File: config.mk
export PLATFORM = sky130hd
export DESIGN_NAME = dmem_dump_arbiter
export DESIGN_NICKNAME = d
export VERILOG_FILES = /design/src/rtl/mips_dbg_pkg.sv /design/src/rtl/dump_addr_counter.sv /design/src/rtl/dmem_dump_arbiter.sv
export SDC_FILE = /design/constraint.sdc
export NUM_CORES = 1
export LEC_CHECK = 0
export ABC_AREA = 1
export BUFFER_PORTS_ARGS = -buffer_cell sky130_fd_sc_hd__buf_2
export CAP_MARGIN = 15
export CORE_AREA = 2 2 119 121
export CTS_BUF_LIST = sky130_fd_sc_hd__clkbuf_8
export DETAILED_ROUTE_END_ITERATION = 6
export DIE_AREA = 0 0 121 123
export PLACE_DENSITY = 0.66
export SKIP_LAST_GASP = 1
export SYNTH_ARGS = -nofsm -noshare
export SYNTH_HDL_FRONTEND = slang
export SYNTH_SLANG_ARGS = --single-unit
File: constraint.sdc
create_clock -name clk -period 2.81 [get_ports clk]
set_input_delay 0.281 -clock clk [delete_from_list [all_inputs] [get_ports clk]]
set_output_delay 0.281 -clock clk [all_outputs]
set_load 0.01 [all_outputs]
File: src/rtl/mips_dbg_pkg.sv
// Shared debug types for the Harvard MIPS system: dump sequencer states,
// the word size and the little-to-big-endian byte swap.
package mips_dbg_pkg;

    localparam int WORD_BYTES = 4;

    typedef enum logic [1:0] {
        IDLE,
        WAIT_HALT,
        SCAN,
        DONE
    } dump_state_t;

    function automatic logic [31:0] reverse_endian(input logic [31:0] word);
        return {word[7:0], word[15:8], word[23:16], word[31:24]};
    endfunction

endpackage

File: src/rtl/dump_addr_counter.sv
// Word pointer and remaining-word counter for the dump scan.
// The pointer is always word aligned and wraps at the top of the address space.
module dump_addr_counter
    import mips_dbg_pkg::*;
#(
    parameter int COUNT_W = 8
) (
    input  logic               clk,
    input  logic               reset,
    input  logic               load,
    input  logic               advance,
    input  logic [29:0]        base_word,
    input  logic [COUNT_W-1:0] count,
    output logic [31:0]        ptr,
    output logic               last
);

    logic [COUNT_W-1:0] remaining;

    always_ff @(posedge clk) begin
        if (reset) begin
            ptr       <= '0;
            remaining <= '0;
        end else if (load) begin
            ptr       <= {base_word, 2'b00};
            remaining <= count;
        end else if (advance) begin
            ptr       <= ptr + 32'(WORD_BYTES);
            remaining <= remaining - COUNT_W'(1);
        end
    end

    assign last = (remaining == COUNT_W'(1));

endmodule

File: src/rtl/dmem_dump_arbiter.sv
// Data-RAM port arbiter: passes the CPU through until a dump is requested,
// then owns the port and streams a word range out big-endian on valid/ready.
module dmem_dump_arbiter
    import mips_dbg_pkg::*;
#(
    parameter bit PREEMPT = 1'b0,
    parameter int COUNT_W = 8
) (
    input  logic               clk,
    input  logic               reset,
    input  logic               cpu_active,
    output logic               cpu_clk_enable,
    input  logic [31:0]        cpu_address,
    input  logic               cpu_read,
    input  logic               cpu_write,
    input  logic [31:0]        cpu_writedata,
    output logic [31:0]        cpu_readdata,
    output logic [31:0]        mem_address,
    output logic               mem_read,
    output logic               mem_write,
    output logic [31:0]        mem_writedata,
    input  logic [31:0]        mem_readdata,
    input  logic               dump_start,
    input  logic [31:0]        dump_base,
    input  logic [COUNT_W-1:0] dump_count,
    output logic               dump_valid,
    input  logic               dump_ready,
    output logic [31:0]        dump_addr,
    output logic [31:0]        dump_data,
    output logic               dump_busy,
    output logic               dump_done
);

    dump_state_t state;
    logic [31:0] ptr;
    logic        last;
    logic        load;
    logic        advance;
    logic        scanning;

    assign scanning = (state == SCAN);
    assign load     = (state == IDLE) && dump_start;
    assign advance  = scanning && dump_ready;

    dump_addr_counter #(
        .COUNT_W(COUNT_W)
    ) u_counter (
        .clk      (clk),
        .reset    (reset),
        .load     (load),
        .advance  (advance),
        .base_word(dump_base[31:2]),
        .count    (dump_count),
        .ptr      (ptr),
        .last     (last)
    );

    // busy covers every non-IDLE state; done is a single-cycle flag for DONE
    always_ff @(posedge clk) begin
        if (reset) begin
            state     <= IDLE;
            dump_busy <= 1'b0;
            dump_done <= 1'b0;
        end else begin
            dump_done <= 1'b0;
            case (state)
                IDLE: begin
                    if (dump_start) begin
                        dump_busy <= 1'b1;
                        if (dump_count == '0) begin
                            state     <= DONE;
                            dump_done <= 1'b1;
                        end else if (cpu_active && !PREEMPT) begin
                            state <= WAIT_HALT;
                        end else begin
                            state <= SCAN;
                        end
                    end
                end
                WAIT_HALT: begin
                    if (!cpu_active) state <= SCAN;
                end
                SCAN: begin
                    if (dump_ready && last) begin
                        state     <= DONE;
                        dump_done <= 1'b1;
                    end
                end
                DONE: begin
                    state     <= IDLE;
                    dump_busy <= 1'b0;
                end
                default: begin
                    state     <= IDLE;
                    dump_busy <= 1'b0;
                end
            endcase
        end
    end

    // CPU writes are dropped while scanning; the CPU is stalled then anyway
    assign mem_address    = scanning ? ptr : cpu_address;
    assign mem_read       = scanning ? 1'b1 : cpu_read;
    assign mem_write      = scanning ? 1'b0 : cpu_write;
    assign mem_writedata  = cpu_writedata;
    assign cpu_readdata   = mem_readdata;
    assign cpu_clk_enable = !scanning;

    assign dump_valid = scanning;
    assign dump_addr  = ptr;
    assign dump_data  = reverse_endian(mem_readdata);

endmodule

After elaboration in Yosys (flattened, before gate mapping)
Cells that the tools add are included.
{"block": "op_classes", "add_sub_neg": 2, "n_reduce_logical": 11, "muxes": 19, "eq_ne": 7}
{"cell": "two-way mux 32 bit", "n": 3}
{"cell": "adder 32 x 3 -> 32 bit, second input constant", "n": 1}
{"cell": "two-way mux 8 bit", "n": 2}
{"cell": "two-way mux 2 bit", "n": 5}
{"cell": "equality test 8 x 1 -> 1 bit, second input constant", "n": 1}
{"cell": "zero test 8 bit", "n": 1}
{"cell": "case mux 2 bit (4 select lines)", "n": 1}
{"cell": "subtractor 8 x 1 -> 8 bit, second input constant", "n": 1}
{"cell": "two-way mux 1 bit", "n": 6}
{"cell": "equality test 2 bit, second input constant", "n": 2}
{"cell": "inequality test 2 bit, second input constant", "n": 2}
{"cell": "case mux 1 bit (2 select lines)", "n": 2}
{"cell": "nonzero test 2 bit", "n": 2}
{"cell": "logical AND 1 bit", "n": 3}
{"cell": "AND reduction 3 bit", "n": 1}
{"cell": "equality test 2 x 1 -> 1 bit, second input constant", "n": 1}
{"cell": "zero test 2 bit", "n": 1}
{"cell": "inequality test 2 x 1 -> 1 bit, second input constant", "n": 1}
{"cell": "AND reduction 2 bit", "n": 1}
{"cell": "OR reduction 2 bit", "n": 1}
{"cell": "zero test 1 bit", "n": 1}
{"block": "word_totals", "out_inout_bits": 166, "wordCells": 45, "regBits": 44, "in_bits": 143}

Depth between registers and ports, before layout
{"block": "logic_depth", "word_depth": 4, "mapped_depth": 10, "ltp_nobuf": 10}

Hierarchy
From an unflattened synthesis, not the netlist that was laid out.
{"block": "hier_totals", "hier_cells": 648, "hier_area_um2": 3947.5}
{"module": "dump_addr_counter", "area_each_um2": 2479.9, "seq_area_each_um2": 760.7, "cells_per_inst": 396, "instances": 1}
{"module": "dmem_dump_arbiter", "area_each_um2": 1467.7, "seq_area_each_um2": 80.1, "cells_per_inst": 252, "instances": 1}

Least setup slack after synthesis
Ideal clock, no wire load.
{"block": "synth_path", "path_type": "register to output", "start": "register state[0]", "end": "output port mem_address[29]", "required_time_ns": 2.529, "arrival_time_ns": 1.484, "slack_ns": 1.045, "path_stages_with_launch": 7, "cell_sequence": "dfxtp_1 inv_1 ha_1 inv_1 buf_2 buf_1 o21ai_0"}
{"block": "synth_via", "elab_chain_len": 2}
{"item": "from (decl)", "line": "dmem_dump_arbiter.sv:34", "text": "dump_state_t state;"}
{"item": "from (signal assigned)", "line": "dmem_dump_arbiter.sv:61", "text": "state <= IDLE;"}
{"item": "from (signal assigned)", "line": "dmem_dump_arbiter.sv:71", "text": "state <= DONE;"}
{"item": "from (signal assigned)", "line": "dmem_dump_arbiter.sv:74", "text": "state <= WAIT_HALT;"}
{"item": "equality test 2 bit", "line": "dmem_dump_arbiter.sv:41", "text": "assign scanning = (state == SCAN);"}
{"item": "via dump_valid", "line": "dmem_dump_arbiter.sv:26", "text": "output logic dump_valid,"}
{"item": "two-way mux 32 bit", "line": "dmem_dump_arbiter.sv:102", "text": "assign mem_address = scanning ? ptr : cpu_address;"}
{"item": "to (decl)", "line": "dmem_dump_arbiter.sv:18", "text": "output logic [31:0] mem_address,"}
The timed path passes the listed nets, and every way through them passes these cells.

Final worst setup path
{"block": "layout_path", "start": "register state[0]", "end": "output port mem_address[29]"}
{"block": "layout_via", "elab_chain_len": 2}
{"item": "equality test 2 bit", "line": "dmem_dump_arbiter.sv:41"}
{"item": "two-way mux 32 bit", "line": "dmem_dump_arbiter.sv:102"}
No other way between the ends.

==> summary.txt <==
STA
  – Share of the cycle needed by the critical path after routing: 86.6%
  – Sum Neg Setup Slack: 0 ns
  – Slew headroom: 55.6%
  – Worst slew pin tran: 0.662 ns
  – Minimum clock period: 2.43 ns
  – Clock skew: 0.00935 ns
  – Setup violators final: 0
  – Endpoints failing hold: 0
  – RSZ-0062 raised after global routing: false
  – FMAX: 411 MHz
  – Slew Limit Fails: 0
  – Final setup margin: 0.375 ns

Placed design
  – Post-Place Worst Slack: 0.670 ns
  – Port Buf Inserts: 144
  – Total placed cells including tap cells: 870
  – RePlAce Congestion: 0.870
  – Post-detail-place hpwl: 10,200 um
  – Cell Area, Placed: 4180 um^2

Global route
  – GR Overflow Total: 0
  – GRT Total Usage: 16.8%
  – Largest net degree at the start of global routing: 35
  – First-pass GRT wire length: 19,400 um
  – Vias in the first global route: 3,744
  – Initial antenna violation count: 3

Finish
  – Reg area: 841 um^2
  – Util after Layout: 31.4%
  – Filler cells: 1,547
  – Footprint of the multi-input gates: 2060 um^2
  – Nets: 847
  – Most frequent cells in the layout: nand2_1 (186), buf_2 (144), inv_1 (67)
  – Fin cells: 879
  – Layout cells sized above 1: 26.5%
  – Post-Layout Inst Area: 4280 um^2
  – Commonest non-fill, non-tap cell in the layout: nand2_1
  – Area grow syn2layout: 7.54%

Synthesis
  – Syn Area/Cell: 6.07 um^2
  – Top-area cell type share of the netlist area: 21.1%
  – Sequential area share after synthesis: 21.1%
  – Distinct cells, synth: 34
  – Mapped Cells: 656
  – FF+latch count, synth: 42
  – Synth area leaders: dfxtp_1 (21%), buf_4 (19%), nand2_1 (18%), o21ai_0 (7.2%), inv_1 (6.4%)
  – Cell area after synthesis: 3980 um^2
  – Yosys Warn Count: 0
  – Largest area contributor in the netlist: dfxtp_1

Clocking
  – CTS resizes: 0
  – Bufs on Longest Clock Path: 2
  – Clock Latency Late Sink: 0.30 ns
  – Num CTS Buffers: 5
  – Post-CTS setup buffer count: 0
  – Clk pin slew, worst setup/hold paths: 0.09 ns
  – CTS tree: done
  – H-tree depth: 2
  – Clock sinks: 42
  – Hold buffers post-CTS: 0
  – Root Buffer: clkbuf_8

Critical path
  – CP max FO: 34
  – CP Class: reg2out
  – Critical Path Source: state[0]$_SDFFE_PP0P_
  – CP endpoint kind: primary output
  – WP data required: 2.53 ns
  – Critical Path AT: 2.15 ns
  – Origin of the critical flop-to-flop path: state[0]$_SDFFE_PP0P_
  – Crit path launch type: register

Power
  – Leakage: 0.00206 uW
  – Worst IR Drop VDD: 0.000350 V
  – P per Cell Area: 718 nW/um^2
  – Net Sw Frac: 48.9%
  – Sequential fraction of design power: 31.4%
  – Comb pwr share: 54.7%
  – Clock power share: 13.9%
  – Internal cell power: 1570 uW
  – Psw: 1500 uW

Drt
  – Drt first pass iters: 4
  – Post-DR wirelength/cell: 14.7 um
  – Post-DR vias/cell: 4.50
  – Routed wire length: 12,900 um
  – Routed vias: 3,952
  – DRC Markers: 0
  – Antenna-violating nets left: 0
  – 1st-iter DRT viols: 196

Floorplanning
  – Io pins: 309
  – FP Rows: 43
  – Core Region: 13,600 um^2
  – Vert. Die Dim: 123 um
  – Die W: 121 um
  – Die Area: 14,900 um^2
  – Initial Utilization: 29.2%

Run status
  – Run status: finished clean

Hold path
  – Hold Crit Start: dump_count[4]
  – Tightest Hold Check Type: in2reg

Job
  – Max-cap violations: 0
sequential cells by signal (all words and copies together) (netlist names):
register and count:
dump_done 1, state 2, u_counter.remaining 8, u_counter.ptr 30, dump_busy 1
layer usage:
layer	global-route usage, %	up-vias	share of wire (%)	wire (um)
met5	0	-	0.12	15
met4	5.38	2	2.6	330
met3	4.11	41	8.0	1030
met2	31.1	138	49	6360
met1	18.7	1724	40	5160
li1	-	2047	-	-
critical path, stage by stage (launching register included):
cell	delay, ns
dfxtp_1	0.35
inv_1	0.09
ha_1	0.17
clkinv_1	0.53
buf_12	0.40
o21ai_0	0.15
buf_2	0.17
power by group through the flow:
stage | logic [uW] | registers (uW) | clock network [uW]
floorplan | 1180 | 966 | 0
global placement | 1690 | 975 | 0
detailed placement | 1700 | 979 | 0
CTS | 1700 | 966 | 445
global route | 1930 | 996 | 465
finish | 1680 | 966 | 427
Yosys cell counts:
cell / instances
nand2_1: 186
buf_4: 99
inv_1: 68
o21ai_0: 57
nor2_1: 50
dfxtp_1: 42
nand3_1: 35
a21oi_1: 26
xor2_1: 14
clkbuf_1: 10
a31oi_1: 9
ha_1: 7
a21oi_2: 6
nand2_2: 5
nor2_2: 5
buf_2: 4
nand4_1: 4
nor3_1: 4
buf_1: 3
inv_2: 3
a211oi_1: 2
and3_1: 2
nor2_4: 2
nor3_2: 2
or2_2: 2
a221oi_1: 1
a2bb2oi_1: 1
clkbuf_2: 1
clkinv_1: 1
conb_1: 1
nand2_4: 1
nor2_8: 1
o211ai_1: 1
o22ai_1: 1
cell families (layout without fill, tap and decap cells):
logic type,count (synthesis),in the layout,synth area share (%)
AND/OR/NAND/NOR,299,299,31.8
buffers and inverters,189,230,27.3
AO/OA/AOI/OAI,104,104,14.3
flip-flops,42,42,21.1
XOR/XNOR,14,14,3.08
adder cells (fa/ha/maj),7,7,2.20
other,1,3,0.0942
area by class of cell:
class | count | share of cell area [%]
Sequential cell | 42 | 19.6
Inverter | 72 | 6.31
Multi-Input combinational cell | 426 | 48.0
Clock inverter | 2 | 0.292
Tap cell | 180 | 5.26
Antenna cell | 1 | 0.0585
Timing Repair Buffer | 150 | 18.5
Clock buffer | 6 | 1.93
through the flow:
step                hold slack, ns  total power (uW)
CTS                          0.229              3110
global route                 0.255              3390
detailed placement           0.479              2680
finish                       0.228              3070
floorplan                    0.429              2150
global placement             0.474              2660
path summary, 6_finish.rpt:
check / slack [ns] / endpoint / cells past startpoint
hold reg to reg: 0.49 / u_counter.remaining[1]$_SDFFE_PP0P_ / 2
hold / removal: 0.23 / u_counter.remaining[4]$_SDFFE_PP0P_ / 3
setup reg to reg: 0.78 / u_counter.ptr[7]$_SDFFE_PP0P_ / 8
setup / recovery: 0.38 / mem_address[29] / 6
No activity file was read; power rests on OpenSTA's default activity.
